<file path="src/rtl/depacketizer_pkg.sv">
// Shared definitions for the two-flit depacketizer.
// Provides flit field offsets, payload split widths and the FIFO entry layout.
package depacketizer_pkg;

    // Per-flit header bit positions, counted from the flit LSB (flit width f).
    function automatic int flit_valid_pos(input int f);
        return f - 1;
    endfunction

    function automatic int flit_head_pos(input int f);
        return f - 2;
    endfunction

    function automatic int flit_tail_pos(input int f);
        return f - 3;
    endfunction

    function automatic int flit_vc_lsb(input int f, input int vw);
        return f - 3 - vw;
    endfunction

    // Only flit 1 carries dest; data1 follows it.
    function automatic int flit_dest_lsb(input int f, input int aw, input int vw);
        return f - 3 - vw - aw;
    endfunction

    function automatic int flit1_data_msb(input int f, input int aw, input int vw);
        return f - 4 - vw - aw;
    endfunction

    function automatic int flit2_data_msb(input int f, input int vw);
        return f - 4 - vw;
    endfunction

    // Data capacity of each flit.
    function automatic int flit1_idl(input int f, input int aw, input int vw);
        return f - 3 - aw - vw;
    endfunction

    function automatic int flit2_idl(input int f, input int vw);
        return f - 3 - vw;
    endfunction

    // Payload spills into flit 2 only when it does not fit in flit 1.
    function automatic bit two_flit(input int wo, input int f, input int aw, input int vw);
        return wo > flit1_idl(f, aw, vw);
    endfunction

    // Entry layout for the default configuration; the top builds the same
    // layout sized from its own parameters.
    localparam int unsigned DEF_WIDTH_OUT        = 12;
    localparam int unsigned DEF_ADDRESS_WIDTH    = 4;
    localparam int unsigned DEF_VC_ADDRESS_WIDTH = 1;

    typedef struct packed {
        logic [DEF_WIDTH_OUT-1:0]        payload;
        logic [DEF_ADDRESS_WIDTH-1:0]    dest;
        logic [DEF_VC_ADDRESS_WIDTH-1:0] vc;
    } pkt_entry_t;

endpackage

</file>
<file path="src/rtl/pkt_fifo_2.sv">
// Two-entry FIFO with a registered ready.
// Ports: clk, rst (sync, active-high), push/push_data, pop, head_data (head
// entry register), valid (count > 0), ready (count < 2, registered).
module pkt_fifo_2 #(
    parameter int unsigned ENTRY_W = 17
) (
    input  logic               clk,
    input  logic               rst,
    input  logic               push,
    input  logic [ENTRY_W-1:0] push_data,
    input  logic               pop,
    output logic [ENTRY_W-1:0] head_data,
    output logic               valid,
    output logic               ready
);
    logic [1:0]         count_q, count_d;
    logic [ENTRY_W-1:0] head_q, head_d;
    logic [ENTRY_W-1:0] tail_q, tail_d;
    logic               ready_q, ready_d;
    logic               do_push, do_pop;

    always_comb begin
        count_d = count_q;
        head_d  = head_q;
        tail_d  = tail_q;
        do_push = push && ready_q;
        do_pop  = pop && (count_q != 2'd0);
        if (do_push && do_pop) begin
            // ready_q excludes count 2, so count is 1 here: replace the head.
            head_d = push_data;
        end else if (do_push) begin
            if (count_q == 2'd0) begin
                head_d = push_data;
            end else begin
                tail_d = push_data;
            end
            count_d = count_q + 2'd1;
        end else if (do_pop) begin
            head_d  = tail_q;
            count_d = count_q - 2'd1;
        end
        ready_d = (count_d != 2'd2);
    end

    always_ff @(posedge clk) begin
        if (rst) begin
            count_q <= 2'd0;
            head_q  <= '0;
            tail_q  <= '0;
            ready_q <= 1'b1;
        end else begin
            count_q <= count_d;
            head_q  <= head_d;
            tail_q  <= tail_d;
            ready_q <= ready_d;
        end
    end

    assign head_data = head_q;
    assign valid     = (count_q != 2'd0);
    assign ready     = ready_q;

endmodule

</file>
<file path="src/rtl/depacketizer_2.sv">
// Receive-side depacketizer for two-flit NoC packets.
// Checks flit headers, extracts {payload, dest, vc} from well-formed packets
// into a 2-entry FIFO, and drops malformed packets with a sticky error flag and
// a saturating drop counter.
// Ports: clk, rst (sync, active-high); i_data_in/i_valid_in/i_ready_out NoC
// side; o_data_out/o_dest_out/o_vc_out/o_valid_out/o_ready_in consumer side;
// o_err, o_err_count status.
module depacketizer_2
    import depacketizer_pkg::*;
#(
    parameter int unsigned ADDRESS_WIDTH    = 4,
    parameter int unsigned VC_ADDRESS_WIDTH = 1,
    parameter int unsigned WIDTH_IN         = 36,
    parameter int unsigned WIDTH_OUT        = 12,
    parameter int unsigned ERR_CNT_WIDTH    = 8
) (
    input  logic                        clk,
    input  logic                        rst,
    input  logic [WIDTH_IN-1:0]         i_data_in,
    input  logic                        i_valid_in,
    output logic                        i_ready_out,
    output logic [WIDTH_OUT-1:0]        o_data_out,
    output logic [ADDRESS_WIDTH-1:0]    o_dest_out,
    output logic [VC_ADDRESS_WIDTH-1:0] o_vc_out,
    output logic                        o_valid_out,
    input  logic                        o_ready_in,
    output logic                        o_err,
    output logic [ERR_CNT_WIDTH-1:0]    o_err_count
);
    localparam int F        = WIDTH_IN / 2;
    localparam int AW       = ADDRESS_WIDTH;
    localparam int VW       = VC_ADDRESS_WIDTH;
    localparam int F1_IDL   = flit1_idl(F, AW, VW);
    localparam bit TWO_FL   = two_flit(WIDTH_OUT, F, AW, VW);
    localparam int P1       = (WIDTH_OUT < F1_IDL) ? WIDTH_OUT : F1_IDL;
    localparam int VLD_POS  = flit_valid_pos(F);
    localparam int HEAD_POS = flit_head_pos(F);
    localparam int TAIL_POS = flit_tail_pos(F);
    localparam int VC_LSB   = flit_vc_lsb(F, VW);
    localparam int DST_LSB  = flit_dest_lsb(F, AW, VW);
    localparam int D1_MSB   = flit1_data_msb(F, AW, VW);
    localparam int D2_MSB   = flit2_data_msb(F, VW);

    typedef struct packed {
        logic [WIDTH_OUT-1:0]        payload;
        logic [ADDRESS_WIDTH-1:0]    dest;
        logic [VC_ADDRESS_WIDTH-1:0] vc;
    } entry_t;

    logic [F-1:0]         flit1, flit2;
    logic [WIDTH_OUT-1:0] payload;
    logic                 accept, well_formed, push;
    entry_t               push_entry, head_entry;
    logic                 fifo_ready;
    logic                 err_q, err_d;
    logic [ERR_CNT_WIDTH-1:0] err_cnt_q, err_cnt_d;
    logic                 unused_bits;

    assign flit1 = i_data_in[2*F-1:F];
    assign flit2 = i_data_in[F-1:0];

    // Pad bits and, in single-flit mode, flit 2 data go unused.
    assign unused_bits = ^{flit1, flit2};

    if (TWO_FL) begin : g_two_flit
        localparam int P2 = WIDTH_OUT - F1_IDL;
        assign payload = {flit1[D1_MSB -: P1], flit2[D2_MSB -: P2]};
    end else begin : g_one_flit
        assign payload = flit1[D1_MSB -: P1];
    end

    always_comb begin
        well_formed = flit1[HEAD_POS] && (flit1[TAIL_POS] == !TWO_FL);
        if (TWO_FL) begin
            well_formed = well_formed && flit2[VLD_POS] && !flit2[HEAD_POS] && flit2[TAIL_POS]
                          && (flit2[VC_LSB +: VW] == flit1[VC_LSB +: VW]);
        end else begin
            well_formed = well_formed && !flit2[VLD_POS];
        end
    end

    // Words with flit 1 invalid are idle slots and never count as errors.
    assign accept = i_valid_in && fifo_ready && flit1[VLD_POS];
    assign push   = accept && well_formed;

    assign push_entry.payload = payload;
    assign push_entry.dest    = flit1[DST_LSB +: AW];
    assign push_entry.vc      = flit1[VC_LSB +: VW];

    pkt_fifo_2 #(
        .ENTRY_W ($bits(entry_t))
    ) u_fifo (
        .clk       (clk),
        .rst       (rst),
        .push      (push),
        .push_data (push_entry),
        .pop       (o_ready_in),
        .head_data (head_entry),
        .valid     (o_valid_out),
        .ready     (fifo_ready)
    );

    always_comb begin
        err_d     = err_q;
        err_cnt_d = err_cnt_q;
        if (accept && !well_formed) begin
            err_d = 1'b1;
            if (err_cnt_q != '1) begin
                err_cnt_d = err_cnt_q + ERR_CNT_WIDTH'(1);
            end
        end
    end

    always_ff @(posedge clk) begin
        if (rst) begin
            err_q     <= 1'b0;
            err_cnt_q <= '0;
        end else begin
            err_q     <= err_d;
            err_cnt_q <= err_cnt_d;
        end
    end

    assign i_ready_out = fifo_ready;
    assign o_data_out  = head_entry.payload;
    assign o_dest_out  = head_entry.dest;
    assign o_vc_out    = head_entry.vc;
    assign o_err       = err_q;
    assign o_err_count = err_cnt_q;

endmodule

</file>
<file path="config.mk">
export PLATFORM = sky130hd
export DESIGN_NAME = depacketizer_2
export DESIGN_NICKNAME = d
export VERILOG_FILES = /design/src/rtl/depacketizer_pkg.sv /design/src/rtl/pkt_fifo_2.sv /design/src/rtl/depacketizer_2.sv
export SDC_FILE = /design/constraint.sdc
export NUM_CORES = 1
export LEC_CHECK = 0
export BUFFER_PORTS_ARGS = -buffer_cell sky130_fd_sc_hd__buf_2
export CAP_MARGIN = 10
export CORE_UTILIZATION = 52
export CTS_BUF_LIST = sky130_fd_sc_hd__clkbuf_2 sky130_fd_sc_hd__clkbuf_4 sky130_fd_sc_hd__clkbuf_8
export DETAILED_ROUTE_END_ITERATION = 8
export GPL_TIMING_DRIVEN = 0
export PLACE_DENSITY = 0.87
export SETUP_SLACK_MARGIN = 0.2
export SYNTH_ARGS = -nofsm -noshare
export SYNTH_HDL_FRONTEND = slang
export SYNTH_HIERARCHICAL = 1
export SYNTH_SLANG_ARGS = --single-unit
</file>
<file path="constraint.sdc">
create_clock -name clk -period 1.9 [get_ports clk]
set_input_delay 0.095 -clock clk [delete_from_list [all_inputs] [get_ports clk]]
set_output_delay 0.095 -clock clk [all_outputs]
set_load 0.005 [all_outputs]
</file>
Word level (Yosys, flattened, before mapping)
Cells that the tools add are included.

Register bits after elaboration: 46. Bits of input ports: 40. Output and inout port bits: 28. Logic and storage cells: 43.

$add $sub $neg: 3. Equal/unequal tests: 4. Muxes and demuxes: 7. Bitwise operators: 3. Reduce and logical (&&, ||, !) cells: 20.

Operator list (count): $mux W17 (4); $logic_and A1 B1 Y1 (12); $add A8 B1 Y8 const B (1); $ne A8 B8 Y1 const B (1); $mux W2 (3); $reduce_and A2 Y1 (2); $ne A3 B3 Y1 const B (1); $not A1 Y1 (3); $reduce_and A3 Y1 (1); $reduce_bool A3 Y1 (1); $add A2 B1 Y2 const B (1); $logic_not A1 Y1 (2); $logic_not A2 Y1 (1); $ne A2 B2 Y1 const B (1); $reduce_bool A2 Y1 (1); $sub A2 B1 Y2 const B (1); $eq A1 B1 Y1 (1).

Depth between registers and ports, before layout
Word-level depth: 11. Gate-level depth with buffers: 9. Gate-level depth less buffers: 6.

Modules after synthesis
Netlist, hierarchy kept.

By module, submodules not included: pkt_fifo_2 (instances 1, cells an instance 201, area each 1671.6 um^2, seq. area each 740.7 um^2); depacketizer_2 (instances 1, cells an instance 58, area each 486.7 um^2, seq. area each 180.2 um^2).

Worst setup path after synthesis
Ideal clock, no wire load.

Kind: reg-to-reg. From: register u_fifo.count_q[0]. To: register u_fifo.head_q[2], in the netlist u_fifo/head_data[2]. Setup time: 0.088 ns. Arrival: 1.561 ns. Required time: 1.812 ns. Slack: 0.251 ns. Stages on the path, launching flop included: 9. Buffers on the path: 3. Clock period less this slack: 1.649 ns. Cells stage by stage: dfxtp_1 -> inv_1 -> ha_1 -> and3_1 -> buf_6 -> or2_1 -> buf_6 -> buf_6 -> a311oi_2.

Word-level cells in the longest chain between the ends: 5. Elaborated cells on any way between the ends: 8. Those cells by class: eq/ne (1); mux (1); reduce/logical (6).

RTL lines: from (decl) (line pkt_fifo_2.sv:16) `logic [1:0] count_q, count_d;`; from (signal assigned) (line pkt_fifo_2.sv:52) `count_q <= count_d;`; $reduce_bool A2 Y1 (line pkt_fifo_2.sv:27) `do_pop = pop && (count_q != 2'd0);`; $logic_and A1 B1 Y1 (line pkt_fifo_2.sv:27); $logic_and A1 B1 Y1 (line pkt_fifo_2.sv:28) `if (do_push && do_pop) begin`; $ne A3 B3 Y1 (no line) / $reduce_bool A3 Y1 (equally long branches); $reduce_and A2 Y1 (no line); to (signal assigned) (line pkt_fifo_2.sv:48) `head_q <= '0;`; to (signal assigned) (line pkt_fifo_2.sv:53) `head_q <= head_d;`; to (decl) (line pkt_fifo_2.sv:17) `logic [ENTRY_W-1:0] head_q, head_d;`.

Parallel ways exist; a longest one is shown, timed or not. A chain may end at the register's enable or synchronous reset.

Worst setup path in the final report
From: register u_fifo.count_q[1]. To: register u_fifo.head_q[16], in the netlist u_fifo/head_data[16].

Same word-level chain as after synthesis.

==> out/results.tsv <==
metric	value	unit
grt_pass1_wl	8.10	mm
cpMostUsedCell	buf_6	
path_cells	inv_2 > ha_4 > and3_4 > buf_6 > or2_1 > buf_6 > buf_4 > a311oi_1	
overflow	0	
synth_cells	259	
ys_types	42	
irDropWorstVdd	0.732	mV
synthArstFlopShare	0	
setup_viol	0	
slew_headroom	0.567	
required	2.11	ns
drc	0	
drtIter0Drc	102	
vias	2154	
die_area	4410	um^2
power	2.82	mW
die_x	66.4	um
crit_slowest_cell	dfxtp_2	
timing.final.crit_share	0.876	
grt_antenna_before_repair	0	
fin_cells	378	
rsz0062_at_grt	yes	
status	finished clean	
fillCellCount	323	
area_growth	27.5	%
multi_input_area	1140	um^2
design_area	2750	um^2
first_pass_iters	4	
worst_slew_pin_slew	0.650	ns
coreArea	4000	um^2
wl_per_cell	13.9	um
power.density	1020	nW/um^2
min_path_type	in2reg	
critPathCaptureType	flip-flop	
rrSetupSlack	0.24	ns
io_pins	68	
synth_area_leaders	dfxtp_1 (43%), nand2_1 (9.6%), a311oi_2 (7.0%)	
yosysMostFrequentCell	nand2_1	
vias_per_cell	5.70	
grt_pass1_vias	1861	
clock_path_buffers	2	
arrival	1.87	ns
hold_viol_final	0	
io_buffers	55	
clock.fmax	0.601	GHz
fin_skew	0.00481	ns
clockRootBuffer	clkbuf_8	
place_inst	364	
drtAntennaViolNets	0	
row_count	23	
dpl_cell_area	2500	um^2
antennaDiodeCount	0	
dominantRegCellSynth	dfxtp_1	
cts_buffers	5	
synth_top_area_share	0.427	
die_y	66.4	um
clock_latency	0.30	ns
synth_area_per_cell	8.33	um^2
utilization	0.688	
p_leak	1.02	nW
layout-drive-gt1-share	0.329	
synth_edf_count	0	
synth_largest_area_cell	dfxtp_1	
critPathMaxFanout	6	
ys_seq_elements	46	
grt_max_degree	14	
grtUsageTotal	0.243	
min_period	1.66	ns
path_class	reg2reg	
cts_htree_levels	2	
syn_nets	301	
ys_seq_area_frac	0.427	
critPathMaxStageDelay	0.33	ns
worstSetupStartpointType	flip-flop	
syn_area	2160	um^2
synth_commonest_cells	nand2_1 (55), dfxtp_1 (46), a21oi_1 (24)	
cap_violations	0	
yosys_warnings	6	
fin_nets	369	
cts.sinks	46	
finalWirelength	5.26	mm
drv_slew	0	
cts_tree	done	
place.gp.congestion	0.781	
initial_core_util	0.540	
hpwlAfterDp	3.63	mm
seq_area	927	um^2
clk_pin_slew	0.08	ns
==> worst max-delay path: cells and delay by family (launching register included) <==
kind	cells	cell delay, ns
AND/OR/NAND/NOR	2	0.39
buffers and inverters	4	0.46
flip-flops	1	0.33
adder cells (fa/ha/maj)	1	0.17
AO/OA/AOI/OAI	1	0.22
==> path summary, 6_finish.rpt <==
check,startpoint,endpoint,depth (start not counted)
min reg2reg,u_fifo/tail_q[7],u_fifo/tail_q[7],2
max,u_fifo/count_q[1],u_fifo/head_data[16],8
max reg2reg,u_fifo/count_q[1],u_fifo/head_data[16],8
min,i_data_in[18],u_fifo/tail_q[7],3
==> cells in the final DEF (no fill, tap or decap), types with 3 or more instances in the layout <==
master and count:
clkbuf_1 5, clkbuf_4 3, nand2_1 55, buf_4 9
o31ai_1 3, a311oi_2 10, dfxtp_1 43, a21oi_1 24
nor2b_1 3, buf_2 58, nor2_1 7, clkbuf_8 5
clkbuf_2 4, buf_6 3, nor3_1 18, nand3_1 22
a311oi_1 7, or4_1 3
==> logic make-up (layout without fill, tap and decap cells) <==
kind of cell               after synthesis  after routing  share of synthesized area
muxes                                    3              3                     0.0151
and+or+nand+nor                        126            126                      0.280
adders and majority gates                3              3                     0.0162
buffers and inverters                   27             96                     0.0632
AOI/OAI and AO/OA                       52             52                      0.191
xor gates and xnor gates                 2              2                    0.00812
DFF                                     46             46                      0.427
==> registers in the layout, indices dropped and copies added (netlist names) <==
name and count:
u_fifo/ready 1, o_err_count 8, u_fifo/head_data 17, u_fifo/tail_q 17, u_fifo/count_q 2, o_err 1
==> routing by layer <==
metal | wire [um] | GRT usage | vias up
met1 | 2260 | 0.291 | 1013
met4 | 80 | 0.114 | 0
met3 | 276 | 0.0500 | 9
li1 | - | - | 1064
met2 | 2650 | 0.413 | 68
met5 | 0 | 0 | -
==> cell type report <==
cell class                 instances  area share
buffer                            23      0.0555
clock buffer                       7      0.0305
clock inverter                     1      0.0109
inverter                           4     0.00545
multi-input combinational        186       0.415
sequential                        46       0.337
tap                               50      0.0227
timing repair buffer              61       0.123
==> repair_timing <==
| item | in CTS | in global routing |
|---|---|---|
| buffers inserted | 1 | 4 |
| hold buffers | 0 | 0 |
| cloned | 0 | 1 |
| gates resized for setup | 12 | 17 |
| setup endpoints to repair | 32 | 30 |
| pin swaps | 1 | 5 |
==> metrics by stage <==
| step | setup TNS (ns) | hold slack, ns | setup slack (ns) |
|---|---|---|---|
| after floorplan | 0 | 0.231 | 0.251 |
| after global placement | -0.290 | 0.349 | -0.0330 |
| after detailed placement | -1.21 | 0.353 | -0.0840 |
| after CTS | 0 | 0.0311 | 0.202 |
| after global routing | 0 | 0.0358 | 0.184 |
| final | 0 | 0.0387 | 0.236 |
==> power by group <==
| part | total (mW) | switching (mW) | internal [mW] |
|---|---|---|---|
| Combinational | 0.888 | 0.428 | 0.460 |
| Clock | 0.744 | 0.321 | 0.422 |
| Sequential | 1.19 | 0.0820 | 1.11 |
No activity file was read; power rests on OpenSTA's default activity.
